==> src/rtl/mod503_chunk_accumulator.sv <==
// Accumulates per-chunk weighted residues modulo MODULUS over a valid/ready stream and
// presents the operand's final residue, saturating term count and range-error flag.
module mod503_chunk_accumulator #(
    parameter int unsigned MODULUS = 503,
    parameter int unsigned WIDTH   = 9,
    parameter int unsigned CNT_W   = 8
) (
    input  logic             clk,
    input  logic             rst_n,
    input  logic             i_in_valid,
    output logic             o_in_ready,
    input  logic [WIDTH-1:0] i_in_data,
    input  logic             i_in_last,
    output logic             o_out_valid,
    input  logic             i_out_ready,
    output logic [WIDTH-1:0] o_out_residue,
    output logic [CNT_W-1:0] o_out_terms,
    output logic             o_out_range_err
);

    localparam logic [WIDTH-1:0] MOD_W   = WIDTH'(MODULUS);
    localparam logic [WIDTH:0]   MOD_S   = (WIDTH + 1)'(MODULUS);
    localparam logic [CNT_W-1:0] CNT_MAX = '1;

    typedef enum logic [0:0] {
        StAccum,
        StDone
    } state_e;

    state_e           r_state;
    logic [WIDTH-1:0] r_acc;
    logic [CNT_W-1:0] r_term_cnt;
    logic             r_range_err;
    logic             r_in_ready;
    logic             r_out_valid;
    logic [WIDTH-1:0] r_out_residue;
    logic [CNT_W-1:0] r_out_terms;
    logic             r_out_range_err;

    logic             w_over;
    logic [WIDTH-1:0] w_d;
    logic [WIDTH:0]   w_sum;
    logic             w_wrap;
    logic [WIDTH-1:0] w_new_acc;
    logic [CNT_W-1:0] w_cnt_inc;
    logic             w_accept;

    assign w_over    = i_in_data >= MOD_W;
    assign w_d       = w_over ? (i_in_data - MOD_W) : i_in_data;
    assign w_sum     = {1'b0, r_acc} + {1'b0, w_d};
    assign w_wrap    = w_sum >= MOD_S;
    // True result is below MODULUS, so the low WIDTH bits of the subtract are exact.
    assign w_new_acc = w_sum[WIDTH-1:0] - (w_wrap ? MOD_W : '0);
    assign w_cnt_inc = (r_term_cnt == CNT_MAX) ? r_term_cnt : (r_term_cnt + 1'b1);
    assign w_accept  = i_in_valid && r_in_ready;

    always_ff @(posedge clk or negedge rst_n) begin
        if (!rst_n) begin
            r_state         <= StAccum;
            r_acc           <= '0;
            r_term_cnt      <= '0;
            r_range_err     <= 1'b0;
            r_in_ready      <= 1'b0;
            r_out_valid     <= 1'b0;
            r_out_residue   <= '0;
            r_out_terms     <= '0;
            r_out_range_err <= 1'b0;
        end else begin
            unique case (r_state)
                StAccum: begin
                    r_in_ready <= 1'b1;
                    if (w_accept) begin
                        if (i_in_last) begin
                            r_out_residue   <= w_new_acc;
                            r_out_terms     <= w_cnt_inc;
                            r_out_range_err <= r_range_err | w_over;
                            r_out_valid     <= 1'b1;
                            r_in_ready      <= 1'b0;
                            r_acc           <= '0;
                            r_term_cnt      <= '0;
                            r_range_err     <= 1'b0;
                            r_state         <= StDone;
                        end else begin
                            r_acc       <= w_new_acc;
                            r_term_cnt  <= w_cnt_inc;
                            r_range_err <= r_range_err | w_over;
                        end
                    end
                end
                StDone: begin
                    if (i_out_ready) begin
                        r_out_valid <= 1'b0;
                        r_in_ready  <= 1'b1;
                        r_state     <= StAccum;
                    end
                end
                default: begin
                    r_state <= StAccum;
                end
            endcase
        end
    end

    assign o_in_ready      = r_in_ready;
    assign o_out_valid     = r_out_valid;
    assign o_out_residue   = r_out_residue;
    assign o_out_terms     = r_out_terms;
    assign o_out_range_err = r_out_range_err;

endmodule

==> config.mk <==
export PLATFORM = sky130hd
export DESIGN_NAME = mod503_chunk_accumulator
export DESIGN_NICKNAME = d
export VERILOG_FILES = /design/src/rtl/mod503_chunk_accumulator.sv
export SDC_FILE = /design/constraint.sdc
export NUM_CORES = 1
export LEC_CHECK = 0
export BUFFER_PORTS_ARGS = -buffer_cell sky130_fd_sc_hd__buf_2
export CAP_MARGIN = 20
export CELL_PAD_IN_SITES_DETAIL_PLACEMENT = 1
export CELL_PAD_IN_SITES_GLOBAL_PLACEMENT = 2
export CORE_MARGIN = 2
export CORE_UTILIZATION = 32
export CTS_CLUSTER_SIZE = 14
export DETAILED_ROUTE_END_ITERATION = 12
export GPL_TIMING_DRIVEN = 0
export HOLD_SLACK_MARGIN = 0.12
export PLACE_DENSITY_LB_ADDON = 0.1
export SLEW_MARGIN = 10
export SYNTH_ARGS = -nofsm -noshare
export SYNTH_HDL_FRONTEND = slang
export SYNTH_SLANG_ARGS = --single-unit
export TNS_END_PERCENT = 1
==> constraint.sdc <==
create_clock -name clk -period 3.6 [get_ports clk]
set_input_delay 0.36 -clock clk [delete_from_list [all_inputs] [get_ports clk]]
set_output_delay 0.36 -clock clk [all_outputs]
set_load 0.005 [all_outputs]
==> flow_metrics.tcl, run 1 <==
set metrics [dict create \
    syn-cell-area_mm2 0.002580 \
    hp-class "primary input to asynchronous set/reset pin" \
    cp.required_ns 3.78 \
    r2r_cells 17 \
    die_y_um 93.79 \
    rr_startpoint "r_acc[0]" \
    final_antenna_net_count 0 \
    cap_violations 0 \
    max-vdd-ir-drop_uv 213.0 \
    yosys_warnings 0 \
    synth_flop_cell "dfrtp_1" \
    vias 2240 \
    diodes 0 \
    vias_per_cell 5.091 \
    setup_violations 15 \
    finClkSkew_ns 0.003559 \
    antenna_found_initial 0 \
    async_reset_ff_frac 1.000 \
    clock_latency_ns 0.29 \
    hpwl_um 5255 \
    startpoint_type "primary input" \
    synth_edf_count 0 \
    postLayoutCoreUtil 0.4325 \
    cts_buffers 5 \
    cts_root_buffer "clkbuf_8" \
    crit_path_end_kind "flip-flop" \
    slew_violations 0 \
    p_leak_uw 0.001521 \
    globalplace.congestion 0.7775 \
    status "finished with violations" \
    postCtsHoldBufs 0 \
    grt_pass1_wl_um 11960 \
    fmax_ghz 0.2319 \
    crit_type "primary input to flip-flop" \
    drt_first_pass_iters 4 \
    ios 34 \
    cp.arrival_ns 4.49 \
    r2r_end "o_out_residue[6]" \
    clockBufferDepth 2 \
    cts_max_level 2 \
    fillCellCount 915 \
    whs_ns 0.1897 \
    drc 0 \
    critPathMaxFanout 4 \
    synth-seq-area-share 0.3783 \
    synth.distinct_cells 49 \
    die_area_mm2 0.008797 \
    rsz0062_at_grt "yes" \
    place_ws_ns -1.323 \
    grt_max_degree 40 \
    port_buffers 33 \
    fin_crit_ns 4.313 \
    setup_ws_ns -0.7125 \
    rows 32 \
    die_w_um 93.79 \
    violations "negative setup slack" \
    grt.overflow.total 0 \
    final_layout_size_suffix_gt1_frac 0.3225 \
    period_share 1.198 \
    first_iter_violations 34 \
    nets 373 \
    clock_sinks 39 \
    initial_core_util 0.3322 \
    syn_area_per_cell_um2 9.084 \
    fin_setup_tns_ns -6.489 \
    wl_um 7081 \
    netlist_instances 284 \
    grt_usage 0.1753 \
    clk_pin_slew_ns 0.08 \
    relSlewSlack 0.4078 \
    final_cells 440 \
    synth_nets 319 \
    powerDensity_mw_per_mm2 838.3 \
    ys_seq_elements 39 \
    r2r_slack_ns -0.29 \
    area_growth_pct 30.21 \
    coreArea_mm2 0.007767 \
    finalHoldViolations 0 \
    worst_pin_slew_ns 0.8883 \
    cts_tree "yes" \
    grt_pass1_vias 2392 \
    mostFrequentLayoutCell "dfrtp_1" \
    wl_per_cell_um 16.09 \
    mostFrequentLayoutCells "dfrtp_1, nand2_1, buf_2" \
    dpl.cell_count 419 \
]
[per-layer routing]
metal,wire (µm),global-route usage
met1,3187,0.2184
met4,51,0.04348
met2,3720,0.3214
met5,0,0
met3,122,0.01926
[report_power, final]
| part | switching [µW] | internal, µW | total (µW) |
|---|---|---|---|
| Clock | 153 | 151 | 304 |
| Sequential | 103 | 575 | 677 |
| Combinational | 981 | 854 | 1840 |
[worst max-delay path, cell delays in order]
cell      delay, ns
buf_12         0.10
ha_4           0.15
nand2b_4       0.14
a21oi_4        0.16
o21ai_2        0.09
o31ai_4        0.06
ha_2           0.22
inv_2          0.04
fa_2           0.34
nand2b_4       0.17
a21oi_4        0.18
buf_6          0.13
or4_4          0.12
o311ai_4       0.11
o41ai_4        0.43
ha_2           0.24
inv_2          0.04
fa_2           0.36
a211o_1        0.31
o221ai_2       0.17
nor2b_4        0.19
xnor2_2        0.09
mux2_4         0.28
[stage by stage]
step                      power, µW  instance area (µm²)
final                          2816                 3359
after global routing           3074                 3359
after CTS                      2770                 3247
after detailed placement       2268                 2995
after global placement         2251                 2995
after floorplan                1854                 2703
[cell usage after synthesis (all sizes together) (2+ instances only)]
library cell	n	area share
dfrtp	39	0.38
nand2	38	0.055
nor2	28	0.042
o21ai	27	0.054
ha	19	0.092
a21oi	17	0.033
inv	13	0.019
and3	9	0.022
o31ai	9	0.026
xnor2	8	0.027
clkbuf	7	0.010
nor2b	6	0.015
xor2	6	0.026
a211oi	5	0.020
mux2	5	0.022
mux2i	5	0.019
nand2b	5	0.012
nand3	5	0.0097
a22o	3	0.010
or2	3	0.0073
a21o	2	0.0058
fa	2	0.016
nor3	2	0.0039
o211ai	2	0.0078
o21a	2	0.0058
o311ai	2	0.0097
[how the worst max path moves through the flow]
stage,endpoint,start,slack (ns)
after floorplan,o_out_residue[6],i_in_data[0],-0.62
after global placement,o_out_residue[6],i_in_data[0],-1.35
after detailed placement,o_out_residue[6],i_in_data[0],-1.32
after CTS,o_out_residue[6],i_in_data[4],-0.81
after global routing,o_out_residue[6],i_in_data[0],-0.91
final,o_out_residue[6],i_in_data[0],-0.71
[kinds of logic (layout without fill, tap and decap cells)]
group / Yosys count / after routing / synth area share
AOI/OAI and AO/OA: 79 / 79 / 0.2105
xor gates and xnor gates: 14 / 14 / 0.05335
adders and majority gates: 21 / 21 / 0.1077
buffers and inverters: 20 / 74 / 0.02910
DFF: 39 / 39 / 0.3783
muxes: 10 / 10 / 0.04122
and+or+nand+nor: 101 / 101 / 0.1799
[state kept, by name, summed over array words and instances (netlist names)]
name,count
o_in_ready,1
o_out_range_err,1
o_out_residue,9
o_out_terms,8
o_out_valid,1
r_acc,9
r_range_err,1
r_state,1
r_term_cnt,8
[layout make-up]
class,instances,area [µm²],share of cell area
Inverter,13,51.30,0.01527
Buffer,7,26.28,0.007821
Clock buffer,6,82.58,0.02458
Clock inverter,1,5.005,0.001490
Tap cell,102,127.6,0.03799
Multi-Input combinational cell,225,1792,0.5333
Sequential cell,39,975.9,0.2905
Timing Repair Buffer,47,299.0,0.08901
[repair_timing]
item,4_1_cts,5_1_grt
resized for setup,24,14
endpoints found under the setup margin,16,16
pin swaps,15,22
setup buffers,8,6
(Power assumes the default switching activity.)
==> run 2, diff against run 1 <==
CORE_UTILIZATION = 30   (was 32)
clock period = 5.4 ns   (was 3.6 ns; I/O delays follow)
==> flow_metrics.tcl, run 2 (same netlist as run 1, synthesis figures left out) <==
set metrics [dict create \
    status "finished, final reports clean" \
    die_w_um 96.74 \
    globalplace.congestion 0.7637 \
    fmax_ghz 0.2017 \
    crit_path_frequent_cell "ha_1" \
    clk_pin_slew_ns 0.09 \
    cap_violations 0 \
    period_share 0.9181 \
    final_layout_size_suffix_gt1_frac 0.1938 \
    rows 33 \
    finalHoldViolations 0 \
    powerDensity_mw_per_mm2 563.3 \
    slowest_delay_ns 0.48 \
    finClkSkew_ns 0.009871 \
    initial_core_util 0.3124 \
    area_growth_pct 17.22 \
    nets 359 \
    antenna_found_initial 0 \
    relSlewSlack 0.3899 \
    mostFrequentLayoutCells "dfrtp_1, nand2_1, buf_2" \
    port_buffers 33 \
    drc 0 \
    hp-class "primary input to asynchronous set/reset pin" \
    cts_max_level 2 \
    cts_root_buffer "clkbuf_8" \
    ios 34 \
    worst_pin_slew_ns 0.9152 \
    wl_per_cell_um 16.16 \
    vias_per_cell 5.084 \
    clock_sinks 39 \
    grt_pass1_vias 2341 \
    hpwl_um 5249 \
    setup_violations 0 \
    slew_violations 0 \
    rr_startpoint "r_acc[0]" \
    fin_crit_ns 4.958 \
    critPathSlowestCell "o41ai_4" \
    grt.overflow.total 0 \
    cts_tree "yes" \
    clock_latency_ns 0.29 \
    setup_ws_ns 0.4425 \
    wl_um 6949 \
    critPathMaxFanout 5 \
    wl_met1_um 3304 \
    postLayoutCoreUtil 0.3662 \
    crit_path_end_kind "flip-flop" \
    place_ws_ns -0.3814 \
    diodes 0 \
    max-vdd-ir-drop_uv 161.3 \
    die_y_um 96.74 \
    clockBufferDepth 2 \
    vias 2186 \
    p_leak_uw 0.001410 \
    r2r_cells 16 \
    cp.arrival_ns 5.15 \
    grt_pass1_wl_um 11790 \
    worstSetupStartpoint "i_in_data[0]" \
    met2WireLength_um 3422 \
    highest_layer "met4" \
    crit_type "primary input to flip-flop" \
    power.total_uw 1703 \
    grt_max_degree 40 \
    crit_chain "buf_2 > ha_1 > nand2b_1 > a21oi_1 > o21ai_0 > o31ai_1 > ha_1 > inv_1 > fa_1 > nand2b_1 > a21oi_2 > or4_1 > o311ai_1 > o41ai_4 > ha_1 > inv_1 > fa_1 > a211o_1 > o221ai_1 > nor2b_1 > xnor2_1 > mux2_2" \
    die_area_mm2 0.009358 \
    cp.required_ns 5.59 \
    cts_buffers 5 \
    startpoint_type "primary input" \
    grt_usage 0.1550 \
    drt_first_pass_iters 4 \
    first_iter_violations 29 \
    coreArea_mm2 0.008258 \
    dr_wl_met3_um 160 \
    final_antenna_net_count 0 \
    mostFrequentLayoutCell "dfrtp_1" \
]
==> run 2: path summary, 6_finish.rpt <==
kind | end | slack (ns)
worst max-delay path | o_out_residue[6] | 0.44
worst min-delay path | o_out_terms[5] | 0.38
worst max register to register | o_out_residue[6] | 1.29
worst min register to register | o_out_valid | 0.48
max in group asynchronous | r_term_cnt[7] | 4.45
min in group clk | o_out_valid | 0.48
==> run 2: routing by layer <==
metal	GRT usage	vias up
li1	-	1088
met1	0.2075	1071
met2	0.2634	22
met3	0.02457	5
met4	0.03575	0
met5	0	-
==> run 2: report_power, final <==
group | internal, µW | total, µW | switching, µW
combinational | 436 | 998 | 562
sequential | 383 | 449 | 65.9
clock | 150 | 256 | 106
total | 969 | 1700 | 735
==> run 2: critical path, delay by kind of cell <==
family	cells	cell delay, ns
adders and majority gates	5	1.52
xor gates and xnor gates	1	0.11
buffers and inverters	3	0.25
muxes	1	0.27
and+or+nand+nor	4	0.69
AOI/OAI and AO/OA	8	1.78
==> run 2: area by class of cell <==
cell class,count,area [µm²]
Fill cell,998,5234
Multi-Input combinational cell,225,1559
Sequential cell,39,975.9
Timing Repair Buffer,33,165.2
Tap cell,105,131.4
Clock buffer,6,82.58
Inverter,13,48.80
Clock inverter,2,35.03
Buffer,7,26.28
==> run 2: through the flow <==
| step | hold WS (ns) | std cells | cell area [µm²] | TNS [ns] |
|---|---|---|---|---|
| 2_1_floorplan | 0.2444 | 284 | 2580 | 0 |
| 3_3_place_gp | 0.4566 | 422 | 2877 | -1.888 |
| 3_5_place_dp | 0.4639 | 422 | 2877 | -2.339 |
| 4_1_cts | 0.4095 | 430 | 3002 | 0 |
| 5_1_grt | 0.4367 | 430 | 3024 | -0.001349 |
| 6_report | 0.3848 | 430 | 3024 | 0 |
==> run 2: repair_timing <==
item                       in CTS  in global routing
gates cloned                    0                  0
setup endpoints to repair       5                  8
pin swaps                       0                  0
hold endpoints to repair        0                  0
hold buffers                    0                  0
resized for setup               1                  4
buffers inserted                0                  0
